<file path="src/rtl/stream_pkg.sv">
// Shared stream definitions: consume modes, lane offsets and skid-stage state encoding.
package stream_pkg;

   // Per-channel consume modes for join/fork style blocks.
   localparam bit CONSUME_BEAT = 1'b0;
   localparam bit CONSUME_PKT  = 1'b1;

   // Skid stage occupancy, encoded as {main_valid, skid_valid}.
   typedef enum logic [1:0] {
      SKID_EMPTY = 2'b00,
      SKID_BUSY  = 2'b10,
      SKID_FULL  = 2'b11
   } skid_state_e;

   // Bit offset of lane idx inside a packed multi-lane bus.
   function automatic int unsigned lane_lo(input int unsigned idx, input int unsigned data_wd);
      return idx * data_wd;
   endfunction

endpackage

</file>
<file path="src/rtl/stream_join_n_if.sv">
// Bundle of the N-channel input streams and the joined output stream.
interface stream_join_n_if #(
   parameter int DATA_WD = 4,
   parameter int N_CH    = 2
);
   logic [N_CH*DATA_WD-1:0] s_data;
   logic [N_CH-1:0]         s_valid;
   logic                    s_last;
   logic [N_CH-1:0]         s_ready;
   logic [N_CH*DATA_WD-1:0] m_data;
   logic                    m_valid;
   logic                    m_last;
   logic                    m_ready;

   // Join block view: consumes the input channels, produces the joined stream.
   modport slave (
      input  s_data, s_valid, s_last, m_ready,
      output s_ready, m_data, m_valid, m_last
   );

   // Environment view: drives the input channels, consumes the joined stream.
   modport master (
      output s_data, s_valid, s_last, m_ready,
      input  s_ready, m_data, m_valid, m_last
   );
endinterface

</file>
<file path="src/rtl/stream_skid_reg.sv">
// Two-entry valid/ready register slice: fully registered outputs, one beat per cycle.
module stream_skid_reg
   import stream_pkg::*;
#(
   parameter int WIDTH = 8
) (
   input  logic             clk,
   input  logic             rstn,
   input  logic [WIDTH-1:0] in_data,
   input  logic             in_valid,
   output logic             in_ready,
   output logic [WIDTH-1:0] out_data,
   output logic             out_valid,
   input  logic             out_ready
);

   skid_state_e      state_q, state_d;
   logic [WIDTH-1:0] main_q, skid_q;
   logic             push, load_main, load_skid, main_from_skid;

   // Upstream may push whenever the overflow entry is free.
   assign in_ready  = (state_q != SKID_FULL);
   assign push      = in_valid && in_ready;
   assign out_valid = (state_q == SKID_BUSY) || (state_q == SKID_FULL);
   assign out_data  = main_q;

   // Occupancy state register.
   always_ff @(posedge clk or negedge rstn) begin
      // NOTE: sequential state uses non-blocking assignments so every flop samples pre-edge values.
      if (!rstn) state_q <= SKID_EMPTY;
      else       state_q <= state_d;
   end

   // Next occupancy and which entry captures data this cycle.
   always_comb begin
      // NOTE: every output of this block is defaulted first so no path can infer a latch.
      state_d        = state_q;
      load_main      = 1'b0;
      load_skid      = 1'b0;
      main_from_skid = 1'b0;
      case (state_q)
         SKID_EMPTY: begin
            if (push) begin
               state_d   = SKID_BUSY;
               load_main = 1'b1;
            end
         end
         SKID_BUSY: begin
            if (push && out_ready) begin
               load_main = 1'b1;
            end else if (push) begin
               state_d   = SKID_FULL;
               load_skid = 1'b1;
            end else if (out_ready) begin
               state_d = SKID_EMPTY;
            end
         end
         SKID_FULL: begin
            if (out_ready) begin
               state_d        = SKID_BUSY;
               main_from_skid = 1'b1;
            end
         end
         default: state_d = SKID_EMPTY;
      endcase
   end

   // Payload entries; main feeds the output, skid absorbs the beat accepted while stalled.
   always_ff @(posedge clk or negedge rstn) begin
      // NOTE: payload flops are reset on purpose so the output bus reads zero after reset.
      if (!rstn) begin
         main_q <= '0;
         skid_q <= '0;
      end else begin
         if (load_main)           main_q <= in_data;
         else if (main_from_skid) main_q <= skid_q;
         if (load_skid)           skid_q <= in_data;
      end
   end

endmodule

</file>
<file path="src/rtl/stream_join_n.sv">
// N-channel stream join: one beat from every channel forms one wide output beat.
// Packet-mode channels hold their beat for the whole ch0 packet and retire it with the last beat.
module stream_join_n
   import stream_pkg::*;
#(
   parameter int              DATA_WD  = 4,
   parameter int              N_CH     = 2,
   parameter bit              HAS_LAST = 1'b1,
   parameter logic [N_CH-1:0] PKT_MASK = N_CH'(2'b10),
   parameter bit              OUT_REG  = 1'b1,
   parameter int              CNT_WD   = 32
) (
   input  logic              clk,
   input  logic              rstn,
   stream_join_n_if.slave    io,
   output logic [CNT_WD-1:0] stat_beats
);

   localparam int BEAT_WD = N_CH * DATA_WD + 1;

   if (N_CH < 2) begin : g_bad_n_ch
      $error("stream_join_n: N_CH must be at least 2");
   end
   if (PKT_MASK[0] != CONSUME_BEAT) begin : g_bad_mask
      $error("stream_join_n: ch0 is the payload channel and must be consumed per beat");
   end

   logic               live_q;
   logic               all_valid, stage_rdy, join_ok, last_eff, out_fire;
   logic [N_CH-1:0]    pkt_mode, rdy;
   logic [BEAT_WD-1:0] in_beat;

   // Handshakes stay off until the first edge after reset, so s_ready and m_valid read 0 in reset.
   always_ff @(posedge clk or negedge rstn) begin
      if (!rstn) live_q <= 1'b0;
      else       live_q <= 1'b1;
   end

   // Without framing every channel degenerates to per-beat consumption.
   assign last_eff  = HAS_LAST && io.s_last;
   assign pkt_mode  = HAS_LAST ? PKT_MASK : '0;
   assign all_valid = live_q && (&io.s_valid);
   assign join_ok   = all_valid && stage_rdy;

   for (genvar i = 0; i < N_CH; i++) begin : g_lane
      // A packet lane is replicated into every beat and only retired with ch0's last beat.
      assign rdy[i] = join_ok && ((pkt_mode[i] == CONSUME_PKT) ? last_eff : 1'b1);
      assign in_beat[lane_lo(i, DATA_WD) +: DATA_WD] = io.s_data[lane_lo(i, DATA_WD) +: DATA_WD];
   end
   assign in_beat[BEAT_WD-1] = last_eff;
   assign io.s_ready         = rdy;

   if (OUT_REG) begin : g_reg
      logic [BEAT_WD-1:0] out_beat;
      logic               out_valid;

      stream_skid_reg #(.WIDTH(BEAT_WD)) u_skid (
         .clk      (clk),
         .rstn     (rstn),
         .in_data  (in_beat),
         .in_valid (all_valid),
         .in_ready (stage_rdy),
         .out_data (out_beat),
         .out_valid(out_valid),
         .out_ready(io.m_ready)
      );

      assign io.m_valid = out_valid;
      assign io.m_data  = out_beat[BEAT_WD-2:0];
      assign io.m_last  = out_beat[BEAT_WD-1];
   end else begin : g_comb
      assign stage_rdy  = io.m_ready;
      assign io.m_valid = all_valid;
      assign io.m_data  = live_q ? in_beat[BEAT_WD-2:0] : '0;
      assign io.m_last  = live_q && last_eff;
   end

   assign out_fire = io.m_valid && io.m_ready;

   // Output handshake counter; wraps silently.
   always_ff @(posedge clk or negedge rstn) begin
      if (!rstn)         stat_beats <= '0;
      else if (out_fire) stat_beats <= stat_beats + CNT_WD'(1);
   end

endmodule
</file>
<file path="src/flat_wrapper.sv">
// flat-port wrapper written by rule: the top's interface ports become plain ports
module stream_join_n_flat import stream_pkg::*;
#(
   parameter int              DATA_WD  = 4,
   parameter int              N_CH     = 2,
   parameter bit              HAS_LAST = 1'b1,
   parameter logic [N_CH-1:0] PKT_MASK = N_CH'(2'b10),
   parameter bit              OUT_REG  = 1'b1,
   parameter int              CNT_WD   = 32
)
  (clk, rstn, stat_beats, io_s_data, io_s_valid, io_s_last, io_m_ready, io_s_ready, io_m_data, io_m_valid, io_m_last);
  stream_join_n_if #(.DATA_WD(DATA_WD), .N_CH(N_CH)) io_i ();
  input  logic clk;
  input  logic rstn;
  output logic [CNT_WD-1:0] stat_beats;
  input wire logic [$bits(io_i.s_data)-1:0] io_s_data;
  input wire logic [$bits(io_i.s_valid)-1:0] io_s_valid;
  input wire logic [$bits(io_i.s_last)-1:0] io_s_last;
  input wire logic [$bits(io_i.m_ready)-1:0] io_m_ready;
  output wire logic [$bits(io_i.s_ready)-1:0] io_s_ready;
  output wire logic [$bits(io_i.m_data)-1:0] io_m_data;
  output wire logic [$bits(io_i.m_valid)-1:0] io_m_valid;
  output wire logic [$bits(io_i.m_last)-1:0] io_m_last;
  assign io_i.s_data = io_s_data;
  assign io_i.s_valid = io_s_valid;
  assign io_i.s_last = io_s_last;
  assign io_i.m_ready = io_m_ready;
  assign io_s_ready = io_i.s_ready;
  assign io_m_data = io_i.m_data;
  assign io_m_valid = io_i.m_valid;
  assign io_m_last = io_i.m_last;
  stream_join_n #(.DATA_WD(DATA_WD), .N_CH(N_CH), .HAS_LAST(HAS_LAST), .PKT_MASK(PKT_MASK), .OUT_REG(OUT_REG), .CNT_WD(CNT_WD)) u_core (.clk(clk), .rstn(rstn), .io(io_i), .stat_beats(stat_beats));
endmodule
</file>
<file path="config.mk">
export PLATFORM = sky130hd
export DESIGN_NAME = stream_join_n_flat
export DESIGN_NICKNAME = d
export VERILOG_FILES = /design/src/rtl/stream_pkg.sv /design/src/rtl/stream_join_n_if.sv /design/src/rtl/stream_skid_reg.sv /design/src/rtl/stream_join_n.sv /design/src/flat_wrapper.sv
export SDC_FILE = /design/constraint.sdc
export NUM_CORES = 1
export LEC_CHECK = 0
export BUFFER_PORTS_ARGS = -buffer_cell sky130_fd_sc_hd__buf_4
export CORE_MARGIN = 8
export CORE_UTILIZATION = 25
export DETAILED_ROUTE_END_ITERATION = 10
export GPL_TIMING_DRIVEN = 0
export SYNTH_ARGS = -nofsm -noshare
export SYNTH_HDL_FRONTEND = slang
export SYNTH_SLANG_ARGS = --single-unit
</file>
<file path="constraint.sdc">
create_clock -name clk -period 4.55 [get_ports clk]
set_input_delay 0.6825 -clock clk [delete_from_list [all_inputs] [get_ports clk]]
set_output_delay 0.6825 -clock clk [all_outputs]
set_load 0.01 [all_outputs]
</file>
==> run_results.csv <==
group,metric,value,unit
sta,period_minus_slack,2.47,ns
cts,cts.sinks,53,
floorplanning,io_pins,58,
floorplanning,dieArea,13200,um2
sta,fin_crit_sh,54.2,%
synthesis,syn_area,2450,um2
synthesis,synthMuxAreaShare,5.06,%
worst_setup_path,criticalPathCategory,"reg -> out",
floorplanning,fp.dieW,115,um
routing,final_antenna_net_count,0,
cts,clk_pin_slew,0.09,ns
worst_setup_path,r2r_start,"u_core.g_reg.u_skid.state_q[0]",
cts,ctsHoldBuffers,0,
routing,wl_per_cell,14.0,um
worst_setup_path,cp.required,3.87,ns
worst_setup_path,ff2ff_setup_slack,2.42,ns
floorplanning,rows,36,
routing,routedLengthMet1,2670,um
cts,cts_resized,0,
sta,drv_slew,0,
layout,layout_commonest_cell,"buf_4",
pwr,power.density,429,nW/um2
worst_setup_path,end_kind,"output port",
cts,clock_tree.buffer_depth,2,
sta,tightest_slew,0.680,ns
cts,cts_tree,"yes",
grt,grt_pass1_vias,1730,
worst_setup_path,rr_endpoint,"u_core.g_reg.u_skid.skid_q[2]",
layout,nFillCells,999,
synthesis,synth_top_family_by_area,"simple AND/OR/NAND/NOR gates",
flow_run,maxCapViolations,0,
place,portBuffers,56,
layout,layout_common_cells,"57 x buf_4, 53 x dfrtp_1, 27 x xnor2_1",
place,postPlaceCellArea,3040,um2
cts,cts_max_level,2,
worst_hold_path,min_path_type,"in -> async",
worst_setup_path,startpoint,"u_core.g_reg.u_skid.state_q[0]",
synthesis,synth-simple-area-share,18.8,%
place,dp_hpwl,4120,um
routing,top_layer_used,"met4",
synthesis,synthXorXnorAreaFrac,11.1,%
layout,multiInputGateArea,1080,um2
grt,track_usage,8.49,%
synthesis,synthAdderAreaFrac,2.55,%
synthesis,post_synth_num_cell_types,36,
routing,drcViolationCount,0,
sta,hold_slack,0.408,ns
floorplanning,die_height,115,um
layout,layout-drive-gt1-share,33.3,%
routing,routed_via_density,4.44,
synthesis,yosys_most_used_dff,"dfrtp_1",
routing,first_iter_violations,42,
synthesis,syn-num-nets,216,
routing,num_vias,1751,
synthesis,yosys_warnings,0,
cts,post-cts-setup-buffer-count,0,
pwr,leakagePower,0.00148,uW
routing,wirelength,5510,um
synthesis,synth_edf_count,0,
layout,antenna_cells,0,
pwr,ir_drop,0.000164,V
synthesis,synth-seq-cells,53,
worst_setup_path,worstPathArrival,1.78,ns
routing,wl_met3,412,um
synthesis,synth_area_leaders,"dfrtp_1 54%, xnor2_1 9.7%, mux2_2 5.1%",
grt,antenna_found_initial,0,
cts,root_buffer,"clkbuf_8",
sta,fmax,406,MHz
place,finalWeightedCongestion,0.720,
cts,numCtsBuffers,5,
worst_setup_path,cp_max_fo,6,
layout,design_area,3120,um2
grt,grt_max_degree,54,
sta,hold_viol_final,0,
sta,rsz0062_at_grt,"false",
layout,nNetsFinal,279,
layout,area_delta_synth_final,27.2,%
worst_setup_path,crit_end,"io_s_ready[1]",
worst_setup_path,r2r_cells,6,
sta,setup_viol,0,
synthesis,syn_avg_cell_area,12.4,um2
synthesis,synth_seq_area_share,54.1,%
synthesis,synth-compound-area-share,6.28,%
routing,firstDrtPassIters,4,
sta,relSlewSlack,54.7,%
layout,seqCellArea,1330,um2
outcome,run_status,"finished clean",
synthesis,synth_top_area_share,54.1,%
sta,finalSetupTns,0,ns
synthesis,netlist_instances,197,
grt,grt_pass1_wl,8960,um
sta,finalClockSkew,0.00546,ns
worst_setup_path,start_kind,"register",
cts,clkLatencyLatePin,0.30,ns
floorplanning,core_area,9640,um2
synthesis,async_reset_ff_share,100,%
floorplanning,start_util,25.4,%
synthesis,synth_top_cell_by_area,"dfrtp_1",
routing,met2RoutedLength,2410,um
grt,gr-total-overflow,0,
[worst max-delay path, stage by stage (launching register included)]
cell      delay [ns]
dfrtp_1         0.43
ha_1            0.31
nand4b_1        0.30
inv_1           0.19
and2_1          0.14
buf_4           0.11
[kinds of logic after synthesis]
kind of cell,Yosys count
buf+inv,11
compound gates,17
mux,11
fa+ha+maj,5
simple gates,68
other cells,1
xor+xnor,31
flops,53
[stage by stage]
step	cells	worst slack [ns]	util (%)	power (uW)
final	394	2.08	32.3	1340
after global routing	394	1.95	32.3	1430
after global placement	386	2.40	31.5	1090
after floorplan	197	2.66	-	910
after detailed placement	386	2.36	31.5	1100
after CTS	394	2.07	32.3	1360
[flip-flops by register name, indices dropped and copies added (netlist names)]
| register | flops |
|---|---|
| u_core.stat_beats | 32 |
| u_core.g_reg.u_skid.out_data | 9 |
| u_core.g_reg.u_skid.skid_q | 9 |
| u_core.g_reg.u_skid.state_q | 2 |
| u_core.live_q | 1 |
[final cells by class]
type	instances	area share [%]
plain buffers	4	0.682
clock buffers	8	2.57
inverters	7	0.843
multi-input cells	133	34.5
flip-flops and latches	53	42.6
well taps	133	5.34
repair buffers	56	13.5
[per-layer routing]
| layer | track usage [%] | up-vias |
|---|---|---|
| met5 | 0 | - |
| met4 | 2.10 | 0 |
| met3 | 3.15 | 2 |
| met2 | 13.2 | 52 |
| met1 | 10.9 | 853 |
| li1 | - | 844 |
[cells in the mapped netlist, types with 3 or more instances]
cell type,number
a221o_1,9
and3_1,15
and4_1,3
dfrtp_1,53
ha_1,5
inv_1,7
mux2_2,11
nand2_1,8
nand3_1,9
nand4_1,15
nor2_1,5
xnor2_1,27
xor2_1,4
[power breakdown]
part	leakage [uW]	switching [uW]	internal, uW
logic	0.000743	195	223
clock network	0.0000395	145	110
registers	0.000697	80.9	584
[worst min path at each step]
stage / start / cells after the start / to
floorplan: rstn / 0 / u_core.g_reg.u_skid.out_data[0]
global placement: u_core.stat_beats[31] / 1 / u_core.stat_beats[31]
detailed placement: u_core.stat_beats[3] / 1 / u_core.stat_beats[3]
CTS: rstn / 1 / u_core.g_reg.u_skid.out_data[0]
global route: rstn / 1 / u_core.g_reg.u_skid.out_data[0]
finish: rstn / 1 / u_core.g_reg.u_skid.out_data[0]
(Power assumes the default switching activity.)
